<file path="src/rtl/lab1_op_pkg.sv">
// Shared types and the golden opcode model for the 2-bit logic unit driver.
// The golden function is only used by the driver when LAB1_OP_CHECK_EN is defined.
package lab1_op_pkg;

   typedef enum logic [1:0] {
      IDLE  = 2'd0,
      DRIVE = 2'd1,
      RESP  = 2'd2
   } state_t;

   localparam logic [1:0] OP_AND  = 2'd0;
   localparam logic [1:0] OP_XNOR = 2'd1;
   localparam logic [1:0] OP_OR   = 2'd2;
   localparam logic [1:0] OP_NOTA = 2'd3;

   // Widest operand the golden function handles; callers cast up and slice down.
   localparam int LAB1_GOLD_W = 8;

   function automatic logic [LAB1_GOLD_W-1:0] lab1_golden(
      input logic [LAB1_GOLD_W-1:0] a,
      input logic [LAB1_GOLD_W-1:0] b,
      input logic [1:0]             sel
   );
      logic [LAB1_GOLD_W-1:0] f;
      case (sel)
         OP_AND:  f = a & b;
         OP_XNOR: f = ~(a ^ b);
         OP_OR:   f = a | b;
         default: f = ~a;
      endcase
      return f;
   endfunction

endpackage

</file>
<file path="src/rtl/lab1_op_driver.sv">
// Request/response front end for the combinational 2-bit logic unit.
// Optional golden-model checking (rsp_err, err_cnt) is built when LAB1_OP_CHECK_EN is defined.
module lab1_op_driver
   import lab1_op_pkg::*;
#(
   parameter int WIDTH  = 2,
   parameter int SETTLE = 1
) (
   input  logic             clk,
   input  logic             rst_n,
   input  logic             req_valid,
   output logic             req_ready,
   input  logic [WIDTH-1:0] req_a,
   input  logic [WIDTH-1:0] req_b,
   input  logic [1:0]       req_sel,
   output logic [WIDTH-1:0] alu_a,
   output logic [WIDTH-1:0] alu_b,
   output logic [1:0]       alu_sel,
   input  logic [WIDTH-1:0] alu_f,
   output logic             rsp_valid,
   input  logic             rsp_ready,
   output logic [WIDTH-1:0] rsp_f
`ifdef LAB1_OP_CHECK_EN
   ,
   output logic             rsp_err,
   output logic [7:0]       err_cnt
`endif
);

   state_t     state;
   state_t     state_nxt;
   logic [3:0] cnt;
   logic       accept;
   logic       capture;
   logic       rsp_done;

   // State register
   always_ff @(posedge clk or negedge rst_n) begin
      if (!rst_n) begin
         state <= IDLE;
      end else begin
         state <= state_nxt;
      end
   end

   // Next-state logic; handshakes are qualified by state so stray req/rsp activity is ignored
   always_comb begin
      state_nxt = state;
      accept    = 1'b0;
      capture   = 1'b0;
      rsp_done  = 1'b0;
      case (state)
         IDLE: begin
            if (req_valid) begin
               accept    = 1'b1;
               state_nxt = DRIVE;
            end
         end
         DRIVE: begin
            if (cnt == 4'd0) begin
               capture   = 1'b1;
               state_nxt = RESP;
            end
         end
         RESP: begin
            if (rsp_ready) begin
               rsp_done  = 1'b1;
               state_nxt = IDLE;
            end
         end
         default: state_nxt = IDLE;
      endcase
   end

   assign req_ready = (state == IDLE);
   assign rsp_valid = (state == RESP);

   // Operand registers hold the last command after the response until the next accept
   always_ff @(posedge clk or negedge rst_n) begin
      if (!rst_n) begin
         alu_a   <= '0;
         alu_b   <= '0;
         alu_sel <= '0;
         cnt     <= '0;
         rsp_f   <= '0;
      end else begin
         if (accept) begin
            alu_a   <= req_a;
            alu_b   <= req_b;
            alu_sel <= req_sel;
            cnt     <= 4'(SETTLE - 1);
         end else if (state == DRIVE && cnt != 4'd0) begin
            cnt <= cnt - 4'd1;
         end
         if (capture) begin
            rsp_f <= alu_f;
         end
      end
   end

`ifdef LAB1_OP_CHECK_EN
   logic [LAB1_GOLD_W-1:0] gold_full;
   logic [WIDTH-1:0]       gold_f;

   always_comb begin
      gold_full = lab1_golden(LAB1_GOLD_W'(alu_a), LAB1_GOLD_W'(alu_b), alu_sel);
      gold_f    = gold_full[WIDTH-1:0];
   end

   // Error flag travels with rsp_f; the counter only moves when the response is consumed
   always_ff @(posedge clk or negedge rst_n) begin
      if (!rst_n) begin
         rsp_err <= 1'b0;
         err_cnt <= 8'd0;
      end else begin
         if (capture) begin
            rsp_err <= (alu_f != gold_f);
         end
         if (rsp_done && rsp_err && err_cnt != 8'hFF) begin
            err_cnt <= err_cnt + 8'd1;
         end
      end
   end
`endif

endmodule

</file>
<file path="config.mk">
export PLATFORM = sky130hd
export DESIGN_NAME = lab1_op_driver
export DESIGN_NICKNAME = d
export VERILOG_FILES = /design/src/rtl/lab1_op_pkg.sv /design/src/rtl/lab1_op_driver.sv
export SDC_FILE = /design/constraint.sdc
export NUM_CORES = 1
export LEC_CHECK = 0
export BUFFER_PORTS_ARGS = -buffer_cell sky130_fd_sc_hd__buf_2
export CAP_MARGIN = 10
export CORE_AREA = 2 2 39 41
export DETAILED_ROUTE_END_ITERATION = 12
export DIE_AREA = 0 0 41 43
export PLACE_DENSITY = 0.83
export SYNTH_ARGS = -nofsm -noshare
export SYNTH_HDL_FRONTEND = slang
export SYNTH_SLANG_ARGS = --single-unit
</file>
<file path="constraint.sdc">
create_clock -name clk -period 3.49 [get_ports clk]
set_input_delay 0.698 -clock clk [delete_from_list [all_inputs] [get_ports clk]]
set_output_delay 0.698 -clock clk [all_outputs]
set_load 0.01 [all_outputs]
</file>
==> results of run 1 <==
==> cell type report <==
cell class              instances  area share (%)
inverters                       4            1.90
repair buffers                 21            13.3
multi-input cells              32            33.4
well taps                      16            2.53
clock buffers                   4            4.59
flip-flops and latches         14            44.3
==> per-layer routing <==
| layer | vias to the layer above | share of wire [%] | wire length (microns) |
|---|---|---|---|
| li1 | 223 | - | - |
| met1 | 227 | 43 | 494 |
| met2 | 18 | 53 | 605 |
| met3 | 0 | 4.3 | 50 |
| met4 | 0 | 0 | 0 |
| met5 | - | 0 | 0 |
==> kinds of logic (layout without fill, tap and decap cells) <==
| family | after synthesis | after routing |
|---|---|---|
| AND/OR/NAND/NOR | 15 | 15 |
| flip-flops | 14 | 14 |
| multiplexers | 11 | 11 |
| buffers and inverters | 5 | 29 |
| AO/OA/AOI/OAI | 4 | 4 |
| adder cells (fa/ha/maj) | 2 | 2 |
==> power groups by stage <==
stage          Combinational [mW]  Clock, mW  Sequential (mW)
2_1_floorplan               0.219          0            0.312
3_3_place_gp                0.332          0            0.292
3_5_place_dp                0.346          0            0.299
4_1_cts                     0.347      0.118            0.296
5_1_grt                     0.376      0.124            0.306
6_report                    0.343      0.114            0.295
==> sequential cells by signal, summed over array words and instances (netlist names) <==
name	count
rsp_f	2
cnt	4
alu_b	2
alu_a	2
alu_sel	2
state	2
==> cells in the final DEF (no fill, tap or decap), drive strengths merged, types with 2 or more instances in the layout <==
master	instances
buf	21
inv	4
or3b	3
mux2	8
nand2	5
nand2b	2
clkbuf	4
nand3	2
a21oi	2
ha	2
dfrtp	14
mux2i	3
==> stage by stage <==
step	total power, mW	setup slack [ps]
6_report	0.752	1600
4_1_cts	0.761	1590
5_1_grt	0.806	1510
3_3_place_gp	0.624	1670
3_5_place_dp	0.645	1610
2_1_floorplan	0.531	1690
==> Yosys cell counts (all sizes together), types with 2 or more instances <==
cell type	number
dfrtp	14
nand2	5
a21oi	2
mux2i	3
nand3	2
inv	4
ha	2
nand2b	2
mux2	8
or3b	3
==> worst paths after layout <==
path / from / to / slack [ps] / cells past startpoint
worst max-delay path: cnt[0]$_DFFE_PN0P_ / rsp_f[1]$_DFFE_PN0P_ / 1600 / 5
worst min-delay path: rst_n / alu_sel[1]$_DFFE_PN0P_ / 300 / 1
worst max register to register: cnt[0]$_DFFE_PN0P_ / rsp_f[1]$_DFFE_PN0P_ / 1600 / 5
worst min register to register: cnt[0]$_DFFE_PN0P_ / cnt[0]$_DFFE_PN0P_ / 480 / 1
max in group asynchronous: rst_n / cnt[2]$_DFFE_PN0P_ / 2950 / 1
min in group clk: cnt[0]$_DFFE_PN0P_ / cnt[0]$_DFFE_PN0P_ / 480 / 1
==> results_dict.tcl, run 1 <==
set metrics [dict create \
    status "finished, final reports clean" \
    cap_viol_max_count 0 \
    totalWireLength_mm 1.15 \
    grt_use_total_pct 15.3 \
    fill_cells 109 \
    synthAdderAreaFrac_pct 3.95 \
    cts-buffers-inserted 3 \
    multi_input_area_sq_um 264 \
    grt_pass1_vias 450 \
    die_h_microns 43 \
    drive_gt1_share_pct 46.7 \
    design_area_sq_um 791 \
    crit_slowest_cell "or3b_4" \
    pwr-share-comb_pct 45.6 \
    end_kind "register" \
    yosysTopAreaCellShare_pct 55.3 \
    synth_edf_count 0 \
    grt_max_degree 15 \
    required_ps 3650 \
    synth.area.mux_share_pct 20.2 \
    grt_pass1_wl_mm 1.80 \
    path_max_fanout 3 \
    synth_area_leaders "dfrtp_1, mux2_2, mux2i_1" \
    ys_warn_count 0 \
    slew_viol_final 0 \
    wire_per_inst_microns 12.6 \
    clockBufferDepth 2 \
    power_frac_clock_pct 15.1 \
    drt_iter0_drc 10 \
    ys_seq_area_share_pct 55.3 \
    synth_nets 65 \
    fin_setup_tns_ps 0 \
    clkTransAtPathRegs_ps 80 \
    cpPeakStageDelay_ps 420 \
    clock_latency_ps 270 \
    fin_nets 90 \
    core_area_sq_um 1380 \
    cp_data_arrival_time_ps 2050 \
    ios 22 \
    dieArea_sq_um 1760 \
    final_util_pct 57.1 \
    p_switching_mw 0.268 \
    die_x_microns 41 \
    grt-ovfl-total 0 \
    yosysUniqueCellTypes 19 \
    post_layout_nonfiller_instances 91 \
    antenna_found_initial 0 \
    place_congestion 0.701 \
    min_period_ps 1890 \
    seq_area_sq_um 350 \
    synthCells 51 \
    netSwitchingFraction_pct 35.7 \
    synth-simple-area-share_pct 13.6 \
    syn2layout_area_growth_pct 24.9 \
    synth_top_cell_by_area "dfrtp_1" \
    place_area_sq_um 754 \
    seq_power_share_pct 39.2 \
    async_reset_ff_share_pct 100 \
    htree_num_levels 1 \
    avgViaCountPerCell 5.14 \
    powerDensity_nw_per_um2 951 \
    synth_top_family_by_area "multiplexers" \
    cp-start-kind "register" \
    dp.cells 87 \
    synthFlopType "dfrtp_1" \
    intPower_mw 0.484 \
    avgSynthCellArea_sq_um 12.4 \
    setup_viol 0 \
    tightest_slew_ps 309 \
    power_leakage_nw 0.420 \
    diodes 0 \
    clock_skew_ps 3.71 \
    gr-usage-met2_pct 25.9 \
    ctsResizeCount 0 \
    synth_seq_cells 14 \
    synthXorXnorAreaFrac_pct 0 \
    criticalPathCategory "register to register" \
    ir_worst_vdd_v 0.000483 \
    period_share_pct 54.3 \
    grtUsageMet1_pct 16.7 \
    cts_tree "yes" \
    cts_setup_buffers 0 \
    syn-cell-area_sq_um 633 \
    rsz0062_at_grt "no" \
    cp_top_family "simple AND/OR/NAND/NOR gates" \
    drc 0 \
    synth-compound-area-share_pct 3.95 \
    first_pass_iters 4 \
    hold_viol 0 \
    gr-max-usage-layer "met2" \
    row_count 14 \
    port_buffers 21 \
    detail-route-antenna-nets 0 \
    fin_hold_ws_ps 298 \
    crit_buf_inv 1 \
    vias 468 \
    holdBufCountCts 0 \
    cts_num_sinks 14 \
    cp_cell_sequence "inv_1, ha_1, or3b_1, or3b_4, mux2_4" \
    use_met3_pct 4.71 \
    ctsRootBufferMaster "clkbuf_4" \
    max_freq_mhz 528 \
    place.detailed.hpwl_microns 933 \
    relSlewSlack_pct 79.4 \
    hp-class "primary input to asynchronous set/reset pin" \
    start_util_pct 45.8 \
]
Power figures use the tool's default switching activity.
==> run 2, diff against run 1 <==
--- a/config.mk
+++ b/config.mk
@@ -5,12 +5,13 @@
 export SDC_FILE = /design/constraint.sdc
 export NUM_CORES = 1
 export LEC_CHECK = 0
+export ABC_AREA = 1
 export BUFFER_PORTS_ARGS = -buffer_cell sky130_fd_sc_hd__buf_2
 export CAP_MARGIN = 10
-export CORE_AREA = 2 2 39 41
+export CORE_MARGIN = 2
+export CORE_UTILIZATION = 47
 export DETAILED_ROUTE_END_ITERATION = 12
-export DIE_AREA = 0 0 41 43
-export PLACE_DENSITY = 0.83
+export PLACE_DENSITY = 0.82
 export SYNTH_ARGS = -nofsm -noshare
 export SYNTH_HDL_FRONTEND = slang
 export SYNTH_SLANG_ARGS = --single-unit
==> constraint.sdc (replaced) <==
create_clock -name clk -period 1.8 [get_ports clk]
set_input_delay 0.36 -clock clk [delete_from_list [all_inputs] [get_ports clk]]
set_output_delay 0.36 -clock clk [all_outputs]
set_load 0.01 [all_outputs]
==> run 2 against run 1 <==
Against the previous run: global-route usage increased by 2.7 points; area after synthesis increased by 2.8%; sequential power increased by 81%; combinational power increased by 85%; first-iteration DRC count unchanged; sequential share of layout area decreased by 1.0 points; flip-flop and latch count unchanged; hold slack got worse by 49 ps; design area increased by 2.4%; critical path type is now register to output pin; critical endpoint is now req_ready; highest routed layer unchanged.
==> results_dict.tcl, run 2 <==
set metrics [dict create \
    htree_num_levels 1 \
    drive_gt1_share_pct 33.3 \
    wire_per_inst_microns 9.99 \
    die_x_microns 41.2 \
    synth.most_common_cell "nand2_1" \
    drc 0 \
    tightest_slew_ps 309 \
    ys_warn_count 0 \
    largest_reg_flops 4 \
    antenna_found_initial 0 \
    synth_area_leaders "dfrtp_1, nand2_1, ha_1" \
    ctsRootBufferMaster "clkbuf_4" \
    synthTopCellsByCount "nand2_1, dfrtp_1, inv_1" \
    grt_pass1_wl_mm 1.97 \
    design_area_sq_um 810 \
    clock_skew_ps 3.22 \
    core_area_sq_um 1300 \
    synthFlopType "dfrtp_1" \
    grt_max_degree 15 \
    grt_use_total_pct 18.0 \
    regMostFlops "cnt" \
    hp-class "primary input to register" \
    grt-ovfl-total 0 \
    syn-cell-area_sq_um 651 \
    clockBufferDepth 2 \
    row_count 13 \
    fin_hold_ws_ps 249 \
    setup_viol 0 \
    place.detailed.hpwl_microns 901 \
    totalWireLength_mm 1.14 \
    avgSynthCellArea_sq_um 8.79 \
    start_util_pct 50.0 \
    ios 22 \
    holdPathEnd "state[1]$_DFFE_PN0P_" \
    mostFrequentLayoutCells "nand2_1, buf_2, dfrtp_1, inv_1, nand3_1" \
    yosysTopAreaCellShare_pct 53.8 \
    synth_nets 88 \
    clkTransAtPathRegs_ps 90 \
    r2r_start "cnt[0]$_DFFE_PN0P_" \
    layout.cells.most_common "nand2_1" \
    path_max_fanout 4 \
    grt_pass1_vias 479 \
    place_area_sq_um 763 \
    syn2layout_area_growth_pct 24.4 \
    power_leakage_nw 0.463 \
    cts-buffers-inserted 3 \
    max_freq_mhz 749 \
    total_power_mw 1.39 \
    r2r_slack_ps 590 \
    period_share_pct 74.2 \
    detail-route-antenna-nets 0 \
    cp-start-kind "register" \
    hold_path_depth 2 \
    powerDensity_nw_per_um2 1710 \
    die_h_microns 41.2 \
    diodes 0 \
    synth_seq_cells 14 \
    ir_worst_vdd_v 0.000807 \
    port_buffers 21 \
    cap_viol_max_count 0 \
    first_pass_iters 4 \
    fill_cells 122 \
    required_ps 1440 \
    async_reset_ff_share_pct 100 \
    slew_viol_final 0 \
    dieArea_sq_um 1700 \
    cts_num_sinks 14 \
    synthCells 74 \
    place_ws_ps 619 \
    yosysUniqueCellTypes 20 \
    status "finished, final reports clean" \
    criticalPathCategory "register to output pin" \
    relSlewSlack_pct 79.4 \
    synth_top_cell_by_area "dfrtp_1" \
    avgViaCountPerCell 4.63 \
    reg2reg_depth 5 \
    cts_tree "yes" \
    place_congestion 0.685 \
    fin_setup_tns_ps 0 \
    fin_nets 114 \
    layout_setup_ws_ps 464 \
    hold_viol 0 \
    cp_data_arrival_time_ps 980 \
    vias 528 \
    ys_seq_area_share_pct 53.8 \
    drt_iter0_drc 10 \
    synth_edf_count 0 \
    rsz0062_at_grt "no" \
    end_kind "output pin" \
    hold_start "rsp_ready" \
    min_period_ps 1340 \
    worstReg2RegEnd "cnt[0]$_DFFE_PN0P_" \
    clock_latency_ps 270 \
]
[run 2: cell types whose count changed in the layout (fill, tap and decap cells not counted), moves of 2 or more]
cell and change:
nand2_1 +23, mux2_2 -6, mux2i_1 -3, o21ai_1 +3, inv_1 +2, mux2_4 -2, nand2_2 +2, nand2b_1 -2
nand3_1 +2, nor2_1 +2
[run 2: per-layer routing]
layer	wire length (microns)	GRT usage, %	up-vias
li1	-	-	278
met1	534	24.9	237
met2	542	30.1	13
met3	61	3.26	0
met4	0	2.42	0
met5	0	0	-
[run 2: critical path, cell delays in order (launching register included)]
cell	delay, ps
dfrtp_1	420
nor2_2	140
buf_2	140
[run 2: cell families after synthesis]
logic type	count (synthesis)	share of synthesized area, %
buf+inv	10	7.88
compound gates	6	5.58
fa+ha+maj	2	3.85
flops	14	53.8
simple gates	41	27.5
xor+xnor	1	1.35
[run 2: worst max-delay path by stage]
stage          slack, ps                 start                  to
2_1_floorplan        730  state[0]$_DFFE_PN0P_  cnt[0]$_DFFE_PN0P_
3_3_place_gp         620  state[0]$_DFFE_PN0P_  cnt[3]$_DFFE_PN0P_
3_5_place_dp         620  state[0]$_DFFE_PN0P_  cnt[3]$_DFFE_PN0P_
4_1_cts              450  state[0]$_DFFE_PN0P_           req_ready
5_1_grt              420  state[0]$_DFFE_PN0P_           req_ready
6_report             460  state[0]$_DFFE_PN0P_           req_ready
[run 2: through the flow]
step,utilization (%),instances
floorplan,-,74
global placement,58.7,109
detailed placement,58.7,109
CTS,62.2,114
global route,62.2,114
finish,62.2,114
[run 2: power by group]
group / switching [mW] / internal [mW]
Combinational: 0.387 / 0.247
Clock: 0.0965 / 0.123
Sequential: 0.0802 / 0.453
[run 2: final cells by class]
type	instances	area [sq um]	share of cell area (%)
inverter	9	40.0	4.95
timing repair buffer	22	115	14.2
sequential	14	350	43.3
multi-input combinational	50	249	30.8
clock buffer	4	36.3	4.48
tap	15	18.8	2.32
[run 2: repair_timing]
item,in CTS,in global routing
resized for setup,0,0
buffers inserted,0,0
endpoints found under the hold margin,14,0
hold buffers,1,0
